File: src/rtl/regfile_access_ctrl_pkg.sv
// Shared definitions for the register-file access controller, register file and ALU.
// Holds the controller FSM state encoding and the default datapath widths.
package regfile_access_ctrl_pkg;

    localparam int DATA_W_DEF  = 16;
    localparam int RA_W_DEF    = 3;
    localparam int RETIRED_W   = 16;

    typedef enum logic [2:0] {
        ST_IDLE  = 3'd0,
        ST_RD    = 3'd1,
        ST_CAP   = 3'd2,
        ST_ISSUE = 3'd3,
        ST_WAIT  = 3'd4,
        ST_WB    = 3'd5
    } state_t;

endpackage

File: src/rtl/regfile_access_ctrl.sv
// Register-file initiator: reads the operands of one decoded command, hands them to the ALU,
// and writes the result back. Only one command is in flight, so read-after-write needs no bypass.
module regfile_access_ctrl
    import regfile_access_ctrl_pkg::*;
#(
    parameter int DATA_W = DATA_W_DEF,
    parameter int RA_W   = RA_W_DEF
) (
    input  logic                 clk,
    input  logic                 rst,
    input  logic                 cmd_valid,
    output logic                 cmd_ready,
    input  logic [RA_W-1:0]      cmd_dr,
    input  logic [RA_W-1:0]      cmd_sr1,
    input  logic [RA_W-1:0]      cmd_sr2,
    input  logic                 cmd_imm_en,
    input  logic [DATA_W-1:0]    cmd_imm,
    input  logic                 cmd_wb_en,
    output logic [RA_W-1:0]      sr1,
    output logic [RA_W-1:0]      sr2,
    input  logic [DATA_W-1:0]    sr1_out,
    input  logic [DATA_W-1:0]    sr2_out,
    output logic                 take_data,
    output logic [RA_W-1:0]      dr,
    output logic [DATA_W-1:0]    dr_in,
    output logic                 op_valid,
    input  logic                 op_ready,
    output logic [DATA_W-1:0]    op_a,
    output logic [DATA_W-1:0]    op_b,
    input  logic                 res_valid,
    input  logic [DATA_W-1:0]    res_data,
    output logic                 busy,
    output logic [RETIRED_W-1:0] retired
);

    state_t                 r_state;
    state_t                 w_next_state;

    logic [RA_W-1:0]        r_dr_idx;
    logic [RA_W-1:0]        r_sr1;
    logic [RA_W-1:0]        r_sr2;
    logic                   r_imm_en;
    logic [DATA_W-1:0]      r_imm;
    logic                   r_wb_en;
    logic [RA_W-1:0]        r_dr;
    logic [DATA_W-1:0]      r_dr_in;
    logic [DATA_W-1:0]      r_op_a;
    logic [DATA_W-1:0]      r_op_b;
    logic [RETIRED_W-1:0]   r_retired;

    logic                   w_accept;
    logic                   w_res_take;
    logic                   w_retire;

    assign w_accept   = (r_state == ST_IDLE) && cmd_valid;
    assign w_res_take = (r_state == ST_WAIT) && res_valid;
    // A command without write-back retires as soon as its result arrives.
    assign w_retire   = (w_res_take && !r_wb_en) || (r_state == ST_WB);

    // NOTE: sequential state uses non-blocking assignments so every register samples pre-edge values.
    always_ff @(posedge clk) begin
        if (rst) begin
            r_state <= ST_IDLE;
        end else begin
            r_state <= w_next_state;
        end
    end

    // NOTE: the default first keeps every path assigned, so no latch is inferred.
    always_comb begin
        w_next_state = r_state;
        unique case (r_state)
            ST_IDLE:  if (cmd_valid) w_next_state = ST_RD;
            ST_RD:    w_next_state = ST_CAP;
            ST_CAP:   w_next_state = ST_ISSUE;
            ST_ISSUE: if (op_ready) w_next_state = ST_WAIT;
            ST_WAIT:  if (res_valid) w_next_state = r_wb_en ? ST_WB : ST_IDLE;
            ST_WB:    w_next_state = ST_IDLE;
            default:  w_next_state = ST_IDLE;
        endcase
    end

    always_ff @(posedge clk) begin
        if (rst) begin
            r_dr_idx  <= '0;
            r_sr1     <= '0;
            r_sr2     <= '0;
            r_imm_en  <= 1'b0;
            r_imm     <= '0;
            r_wb_en   <= 1'b0;
            r_dr      <= '0;
            r_dr_in   <= '0;
            r_op_a    <= '0;
            r_op_b    <= '0;
            r_retired <= '0;
        end else begin
            // Read indices change only on accept, so the RD-cycle sample sees the new command.
            if (w_accept) begin
                r_dr_idx <= cmd_dr;
                r_sr1    <= cmd_sr1;
                r_sr2    <= cmd_sr2;
                r_imm_en <= cmd_imm_en;
                r_imm    <= cmd_imm;
                r_wb_en  <= cmd_wb_en;
            end
            if (r_state == ST_CAP) begin
                r_op_a <= sr1_out;
                r_op_b <= r_imm_en ? r_imm : sr2_out;
            end
            if (w_res_take) begin
                r_dr    <= r_dr_idx;
                r_dr_in <= res_data;
            end
            if (w_retire) begin
                r_retired <= r_retired + 1'b1;
            end
        end
    end

    assign cmd_ready = (r_state == ST_IDLE);
    assign busy      = (r_state != ST_IDLE);
    assign op_valid  = (r_state == ST_ISSUE);
    assign take_data = (r_state == ST_WB);
    assign sr1       = r_sr1;
    assign sr2       = r_sr2;
    assign dr        = r_dr;
    assign dr_in     = r_dr_in;
    assign op_a      = r_op_a;
    assign op_b      = r_op_b;
    assign retired   = r_retired;

endmodule

File: config.mk
export PLATFORM = sky130hd
export DESIGN_NAME = regfile_access_ctrl
export DESIGN_NICKNAME = d
export VERILOG_FILES = /design/src/rtl/regfile_access_ctrl_pkg.sv /design/src/rtl/regfile_access_ctrl.sv
export SDC_FILE = /design/constraint.sdc
export NUM_CORES = 1
export LEC_CHECK = 0
export ABC_AREA = 1
export ABC_CLOCK_PERIOD_IN_PS = 1980
export BUFFER_PORTS_ARGS = -buffer_cell sky130_fd_sc_hd__buf_2
export CELL_PAD_IN_SITES_DETAIL_PLACEMENT = 1
export CELL_PAD_IN_SITES_GLOBAL_PLACEMENT = 1
export CORE_MARGIN = 2
export CORE_UTILIZATION = 34
export DETAILED_ROUTE_END_ITERATION = 10
export PLACE_DENSITY = 0.83
export REMOVE_ABC_BUFFERS = 1
export SLEW_MARGIN = 10
export SYNTH_ARGS = -nofsm -noshare
export SYNTH_HDL_FRONTEND = slang
export SYNTH_SLANG_ARGS = --single-unit
File: constraint.sdc
create_clock -name clk -period 1.98 [get_ports clk]
set_clock_uncertainty 0.2 [all_clocks]
set_input_delay 0.396 -clock clk [delete_from_list [all_inputs] [get_ports clk]]
set_output_delay 0.396 -clock clk [all_outputs]
set_load 0.02 [all_outputs]
Word level (Yosys, flattened, before mapping)

Cells that the tools add are included.

Flip-flop bits (word level): 97
Bits in latches: 0
Bits in writable memories: 0
ROM bits: 0
Output and inout bits: 77
Word-level logic and storage cells: 35
Memories kept: 0

Add/subtract/negate cells: 1
Multiply operators: 0
Divide/modulo/power cells: 0
Order comparisons: 0
Equality and inequality tests: 8
Shift operators: 0
Multiplexer cells: 6
Bitwise gates (word level): 0
Reductions and logical operators: 8

Operators by type and width:

| kind                    | number |
|---|---|
| $add A16 B1 Y16 const B | 1 |
| $mux W16                | 1 |
| $pmux W3 S5             | 1 |
| $mux W3                 | 4 |
| $eq A3 B2 Y1 const B    | 2 |
| $eq A3 B3 Y1 const B    | 2 |
| $ne A2 B2 Y1 const B    | 2 |
| $eq A3 B1 Y1 const B    | 1 |
| $logic_and A1 B1 Y1     | 3 |
| $logic_not A3 Y1        | 1 |
| $reduce_and A3 Y1       | 1 |
| $reduce_bool A3 Y1      | 1 |
| $ne A2 B1 Y1 const B    | 1 |
| $logic_not A1 Y1        | 1 |
| $logic_or A1 B1 Y1      | 1 |

Depth between registers and ports, before layout

Gate-level depths: netlist of run 1.

Depth in word-level cells: 4
Depth in mapped cells: 9

Least setup slack after synthesis of run 1

No wires, ideal clock.

Path kind: register to output
From: reg r_state[1]
To: out busy
Data arrival time: 0.994 ns
Required time: 1.384 ns
Path slack: 0.390 ns
Cell stages (with the launch flop): 6
Path through: dfxtp_1 nor2_4 inv_2 nor2_8 buf_6 inv_1

Longest elaborated chain between the ends: 1

RTL lines:

| element                | RTL line                   | RTL |
|---|---|---|
| from (decl)            | regfile_access_ctrl.sv:36  | `state_t r_state;` |
| from (signal assigned) | regfile_access_ctrl.sv:65  | `r_state <= w_next_state;` |
| $reduce_bool A3 Y1     | regfile_access_ctrl.sv:121 | `assign busy = (r_state != ST_IDLE);` |
| to (decl)              | regfile_access_ctrl.sv:32  | `output logic busy,` |

No other way between the ends.

Worst setup path after layout of run 1

From: reg r_state[0]
To: out busy

Same word-level chain as after synthesis.

==> results of run 1 <==
==> timing repair <==
action / CTS / global route
cloned: 0 / 0
gates resized for setup: 0 / 1
endpoints found under the setup margin: 2 / 2
pin swaps: 1 / 1
buffers inserted: 3 / 2
==> registers in the layout (all words and copies together), names as in the netlist <==
name	count
dr_in	16
r_dr_idx	3
sr1	3
retired	16
dr	3
op_b	16
r_state	3
r_wb_en	1
op_a	16
r_imm_en	1
sr2	3
r_imm	16
==> area by class of cell <==
type / count / area, um^2 / area share [%]
clock buffers: 11 / 242.7 / 4.676
clock inverters: 5 / 63.81 / 1.229
inverters: 44 / 165.2 / 3.181
multi-input cells: 354 / 1692 / 32.59
flip-flops and latches: 97 / 1943 / 37.43
well taps: 143 / 178.9 / 3.447
repair buffers: 171 / 905.9 / 17.45
==> report_power, final <==
group | total (W) | switching, W | internal (W)
clock network | 0.00180 | 0.000777 | 0.00102
registers | 0.00226 | 0.000113 | 0.00215
logic | 0.00118 | 0.000749 | 0.000427
==> cells in the final DEF, fill, tap and decap left out <==
cell        count
clkinv_4        2
inv_6           1
clkinv_1        1
o21ai_1         2
a21oi_1        50
a31oi_1        16
dfxtp_2         1
nand3b_1        2
nor2_4          1
nand2_4         1
nand2_1        88
buf_2         156
inv_1          41
nand2_2        12
buf_12          1
nor2_1         70
clkbuf_16       9
clkinvlp_4      1
inv_2           2
a21oi_2        10
dfxtp_1        96
clkbuf_1        1
nor2_8          1
o21ai_0        55
nand3_1        43
clkbuf_8        1
nand4_1         1
ha_1            1
buf_4          14
xor2_1          1
bufinv_16       1
==> worst register-to-register path, delay by kind of cell, from the launching register on <==
family | cells | cell delay, ns
AO/OA/AOI/OAI | 2 | 0.35
buffers and inverters | 2 | 0.25
flip-flops | 1 | 0.35
AND/OR/NAND/NOR | 3 | 0.54
==> through the flow <==
stage	utilization, %	power (W)	hold slack, ns	std cells	setup slack, ns
2_1_floorplan	-	0.002951	0.2317	495	0.01672
3_3_place_gp	42.44	0.003370	0.2293	804	0.2169
4_1_cts	45.32	0.005281	0.1004	823	0.005301
6_report	45.46	0.005237	0.1099	825	0.08242
5_1_grt	45.46	0.005521	0.1119	825	0.01942
3_5_place_dp	42.44	0.003427	0.2362	804	0.1320
==> cell families after synthesis <==
logic type / count (synthesis) / share of synthesized area [%]
XOR/XNOR: 1 / 0.2199
flip-flops: 97 / 48.74
adder cells (fa/ha/maj): 1 / 0.3140
buffers and inverters: 78 / 8.794
AO/OA/AOI/OAI: 133 / 18.15
AND/OR/NAND/NOR: 219 / 23.78
==> worst max path at each step <==
stage | start | end | slack (ns) | cells after the start
after floorplan | r_state[2] | dr[0] | 0.02 | 3
after global routing | r_state[2] | op_b[3] | 0.02 | 6
after CTS | r_state[1] | busy | 0.005 | 5
after detailed placement | r_state[1] | r_wb_en | 0.13 | 6
after global placement | r_state[1] | r_wb_en | 0.22 | 6
final | r_state[0] | busy | 0.08 | 5
==> layer usage <==
metal / wire [um] / track usage (%)
met3: 641 / 4.644
met2: 5936 / 33.17
met4: 199 / 6.585
met1: 5264 / 24.01
met5: 11 / 0
==> metrics.md, run 1 <==
| Metric | Value |
|---|---|
| Largest buffer count on any clock path | `2` |
| Syn Inst Count | `529` |
| Max incr delay on CP | `0.35 ns` |
| Core Region | `11420 um^2` |
| Critical path cell sequence | `nor2_4, inv_2, nor2_8, inv_1, buf_2` |
| Pre-antenna DRT Iters | `4` |
| Mapped cell area | `3984 um^2` |
| Max VDD drop | `0.5094 mV` |
| Root buffer cell | `clkbuf_16` |
| Die area | `12600 um^2` |
| CP arrival | `1.30 ns` |
| Clk sink count | `97` |
| Main area contributors after synthesis | `dfxtp_1 49%, nand2_1 8.3%, o21ai_0 6.9%, nor2_1 6.6%, a21oi_1 6.3%` |
| Setup TNS | `0 ns` |
| Final min period | `1.898 ns` |
| CP required | `1.38 ns` |
| WHS Path Cells | `3` |
| EDFF count, synth | `0` |
| Initial core utilization | `34.89%` |
| F_max | `0.5270 GHz` |
| Slew of the pin with the lowest slew margin | `0.5128 ns` |
| First-iteration detailed-routing DRC count | `159` |
| Worst skew pair latency | `0.34 ns` |
| Asr flop ratio synth | `0%` |
| Power Dens Cells | `1009 nW/um^2` |
| Hold Crit Class | `input port to flop` |
| Synth Register Bits | `97` |
| Fin. max-slew vios | `0` |
| Total GRT Usage | `19.39%` |
| Layout Nets | `758` |
| Number of global-route vias before repair | `4173` |
| Cts bufs inserted | `9` |
| Synth cell count leaders | `97 x dfxtp_1, 88 x nand2_1, 70 x nor2_1, 55 x o21ai_0, 50 x a21oi_1` |
| Syn avg cell area | `7.531 um^2` |
| Distinct cells, synth | `25` |
| Crit-path leading delay family | `flip-flops` |
| FF-to-FF Start | `r_state[0]` |
| Vias | `4054` |
| Diode count | `0` |
| R2r setup slk | `0.18 ns` |
| Cell with the most instances after synthesis | `dfxtp_1` |
| Wire per inst | `14.61 um` |
| Placed standard-cell area | `4846 um^2` |
| Rows | `39` |
| P&R area growth vs syn | `30.31%` |
| CP Capture Type | `output port` |
| Htree depth | `3` |
| DRC viols | `0` |
| CP max stage cell | `dfxtp_2` |
| Io pins | `157` |
| IO Port Bufs | `156` |
| Post-DRT Antenna Nets | `0` |
| Largest net degree at the start of global routing | `48` |
| Final setup violating endpoints | `0` |
| Worst slew margin | `65.69%` |
| Vias per inst | `4.914` |
| Status | `finished clean` |
| RSZ-0062 raised after global routing | `no` |
| CTS tree | `yes` |
| FF-to-FF End | `r_wb_en` |
| DIE WIDTH | `112.2 um` |
| Layout cell share with drive strength beyond 1 | `31.38%` |
| Fill count | `1492` |
| Hold_buf cts | `0` |
| Die H | `112.2 um` |
| Crit path kind | `flop to output port` |
| Period utilisation layout | `95.84%` |
| Total grt overflow | `0` |
| Buffers and inverters on the worst path | `3` |
| Hold Path End | `op_b[7]` |
| Number of max-cap violations | `0` |
| CP Launch Type | `flop` |
| Final instance area | `5191 um^2` |
| Worst reg-to-reg path cell count | `7` |
| Sequential share of the synthesized area | `48.74%` |
| Initial antenna violation count | `1` |
| Cell taking the most area after synthesis | `dfxtp_1` |
| Dominant synthesized flop cell | `dfxtp_1` |
| Final hold violations | `0` |
| Hold_sp | `sr2_out[7]` |
| DRT Wirelength | `12.05 mm` |
| Post-detail-place hpwl | `8.485 mm` |
| Area fraction of the dominant cell type after synthesis | `48.74%` |
| Yosys warns | `0` |
| Reg clk slew, reported paths | `0.07 ns` |
| Final GP Congestion | `0.7952` |
| Leakage power | `2.371 nW` |
| First-pass GRT wire length | `19.94 mm` |
| Crit path max fanout | `5` |
No activity file was read; power rests on OpenSTA's default activity.
==> run 2: changes to the inputs <==
ABC_AREA = default   (was 1)
CORE_ASPECT_RATIO = 0.6   (was default)
PLACE_DENSITY = 0.82   (was 0.83)
==> run 2 against run 1 <==
Synthesized cell count down 15%; sequential share of layout area increased by 1.1 points; final cell count is 10% lower; die area down 4.3%; synthesized area down 4.6%; setup slack lost 0.0011 ns; global-route usage down 0.71 points; core utilization is 1.6 points higher.
==> metrics.md, run 2 <==
| Metric | Value |
|---|---|
| Status | `finished clean (unchanged)` |
| Layout cell share with drive strength beyond 1 | `32.67% (was 31.38%)` |
| Cts bufs inserted | `9 (unchanged)` |
| P&R area growth vs syn | `32.97% (was 30.31%)` |
| Number of global-route vias before repair | `3650 (was 4173)` |
| Period utilisation layout | `95.89% (was 95.84%)` |
| Yosys warns | `0 (unchanged)` |
| Most frequent cells in the layout | `154 x buf_2, 130 x nand2_1, 94 x dfxtp_1, 73 x a21oi_1, 26 x nor2_1 (was 156 x buf_2, 96 x dfxtp_1, 88 x nand2_1, 70 x nor2_1, 55 x o21ai_0)` |
| DIE WIDTH | `140.5 um (was 112.2 um)` |
| Sequential share of the synthesized area | `51.12% (was 48.74%)` |
| Hold Crit Class | `input port to flop (unchanged)` |
| Leakage power | `2.183 nW (was 2.371 nW)` |
| Initial antenna violation count | `0 (was 1)` |
| First-iteration detailed-routing DRC count | `107 (was 159)` |
| Number of max-cap violations | `0 (unchanged)` |
| EDFF count, synth | `0 (unchanged)` |
| Placed Instances | `725 (was 804)` |
| RSZ-0062 raised after global routing | `no (unchanged)` |
| Main area contributors after synthesis | `dfxtp_1 51%, nand2_1 13%, a21oi_1 9.6%, mux2i_1 4.7%, a211oi_1 3.4% (was dfxtp_1 49%, nand2_1 8.3%, o21ai_0 6.9%, nor2_1 6.6%, a21oi_1 6.3%)` |
| Final min period | `1.899 ns (was 1.898 ns)` |
| Dominant synthesized flop cell | `dfxtp_1 (unchanged)` |
| Synth cell count leaders | `130 x nand2_1, 97 x dfxtp_1, 73 x a21oi_1, 26 x nor2_1 (was 97 x dfxtp_1, 88 x nand2_1, 70 x nor2_1, 55 x o21ai_0, 50 x a21oi_1)` |
| CP Launch Type | `flop (unchanged)` |
| Vias | `3651 (was 4054)` |
| Final hold slack | `0.08519 ns (was 0.1099 ns)` |
| Post-detail-place hpwl | `8.185 mm (was 8.485 mm)` |
| Total GRT Usage | `18.68% (was 19.39%)` |
| Total chip power | `0.004513 W (was 0.005237 W)` |
| CP required | `1.38 ns (about the same)` |
| Wire per inst | `15.20 um (was 14.61 um)` |
| Worst slew margin | `49.89% (was 65.69%)` |
| Crit path kind | `flop to output port (unchanged)` |
| Distinct cells, synth | `38 (was 25)` |
| Mapped cell area | `3799 um^2 (was 3984 um^2)` |
| Io pins | `157 (unchanged)` |
| Pre-antenna DRT Iters | `4 (unchanged)` |
| Cell taking the most area after synthesis | `dfxtp_1 (unchanged)` |
| Crit path max fanout | `10 (was 5)` |
| Core Region | `10740 um^2 (was 11420 um^2)` |
| Syn Inst Count | `452 (was 529)` |
| Reg clk slew, reported paths | `0.06 ns (was 0.07 ns)` |
| Clock share of power | `36.7% (was 34.4%)` |
| First-pass GRT wire length | `17.88 mm (was 19.94 mm)` |
| Area fraction of the dominant cell type after synthesis | `51.12% (was 48.74%)` |
| Root buffer cell | `clkbuf_16 (unchanged)` |
| Sw frac | `26.89% (was 31.30%)` |
| Fill count | `1352 (was 1492)` |
| CP arrival | `1.30 ns (about the same)` |
| Die H | `85.88 um (was 112.2 um)` |
| Layout Nets | `679 (was 758)` |
| Worst skew pair latency | `0.34 ns (about the same)` |
| F_max | `0.5267 GHz (was 0.5270 GHz)` |
| Cell with the most instances after synthesis | `nand2_1 (was dfxtp_1)` |
| CTS tree | `yes (unchanged)` |
| Final hold violations | `0 (unchanged)` |
| Vias per inst | `4.940 (was 4.914)` |
| Max VDD drop | `0.4131 mV (was 0.5094 mV)` |
| Hold_buf cts | `0 (unchanged)` |
| Net Switching | `0.001213 W (was 0.001639 W)` |
| Asr flop ratio synth | `0% (unchanged)` |
| Final GP Congestion | `0.7202 (was 0.7952)` |
| Syn avg cell area | `8.404 um^2 (was 7.531 um^2)` |
| CP Capture Type | `output port (unchanged)` |
| IO Port Bufs | `156 (unchanged)` |
| Final setup violating endpoints | `0 (unchanged)` |
| Comb power frac | `15.6% (was 22.5%)` |
| Most common cell after layout, fill and taps aside | `buf_2 (unchanged)` |
| DRT Wirelength | `11.23 mm (was 12.05 mm)` |
| Cell-internal power | `0.003300 W (was 0.003598 W)` |
| Largest net degree at the start of global routing | `40 (was 48)` |
| Initial core utilization | `35.37% (was 34.89%)` |
| DRC viols | `0 (unchanged)` |
| Rows | `29 (was 39)` |
| Clk sink count | `97 (unchanged)` |
| Slew of the pin with the lowest slew margin | `0.7516 ns (was 0.5128 ns)` |
| Total grt overflow | `0 (unchanged)` |
| Diode count | `0 (unchanged)` |
| Fin. max-slew vios | `0 (unchanged)` |
| Seq pwr share | `47.7% (was 43.1%)` |
| Die area | `12060 um^2 (was 12600 um^2)` |
| Post-DRT Antenna Nets | `0 (unchanged)` |
| Htree depth | `3 (unchanged)` |
| Non-filler instance count after layout | `739 (was 825)` |
| Power Dens Cells | `893.6 nW/um^2 (was 1009 nW/um^2)` |
| Largest buffer count on any clock path | `2 (unchanged)` |
| Synth Register Bits | `97 (unchanged)` |
[run 2: power groups by stage]
| stage | clock (W) | sequential (W) | combinational, W |
|---|---|---|---|
| after global placement | 0 | 0.00218 | 0.000687 |
| after detailed placement | 0 | 0.00219 | 0.000711 |
| after CTS | 0.00170 | 0.00215 | 0.000715 |
| after global routing | 0.00178 | 0.00217 | 0.000783 |
| final | 0.00166 | 0.00215 | 0.000706 |
| after floorplan | 0 | 0.00228 | 0.000276 |
[run 2: per-layer routing]
metal	track usage, %	wire, um	vias to the layer above
li1	-	-	1817
met1	22.33	5044	1725
met2	32.09	5246	98
met3	7.203	848	11
met4	4.636	93	0
met5	0	0	-
[run 2: cell families after synthesis]
kind of cell / synth area share, %
AND/OR/NAND/NOR: 21.08
AO/OA/AOI/OAI: 16.44
flip-flops: 51.12
buffers and inverters: 4.677
multiplexers: 4.743
XOR/XNOR: 1.614
adder cells (fa/ha/maj): 0.3293
[run 2: path summary, 6_finish.rpt]
path | slack, ns | cells after the start | endpoint | startpoint
min reg2reg | 0.25 | 2 | op_a[3] | op_a[3]
min | 0.09 | 3 | r_imm[13] | cmd_imm[13]
max | 0.08 | 4 | take_data | r_state[1]
max reg2reg | 0.12 | 4 | retired[15] | retired[8]
[run 2: repair_timing]
item | CTS | global route
buffers inserted | 0 | 1
resized for setup | 5 | 6
hold endpoints to repair | 0 | 0
setup endpoints to repair | 4 | 6
[run 2: cell type report]
type	count	area, um^2	area share [%]
Clock buffer	9	225.2	4.459
Clock inverter	4	47.55	0.9413
Inverter	3	11.26	0.2229
Multi-Input combinational cell	318	1708	33.81
Sequential cell	97	1948	38.57
Tap cell	139	173.9	3.443
Timing Repair Buffer	169	937.1	18.55
[run 2: per-stage QoR]
step / util [%] / setup TNS [ns] / cell area [um^2] / setup WS (ns)
after detailed placement: 44.08 / 0 / 4735 / 0.004093
after CTS: 46.73 / 0 / 5019 / 0.005684
after floorplan: - / -55.91 / 3632 / -1.778
after global placement: 44.08 / 0 / 4735 / 0.1078
after global routing: 47.03 / 0 / 5051 / 0.005224
final: 47.03 / 0 / 5051 / 0.08136
[run 2: critical path, cell delays in order (launching register included)]
cell	delay (ns)
dfxtp_4	0.39
nor2b_4	0.15
buf_6	0.14
and2_1	0.15
buf_4	0.14
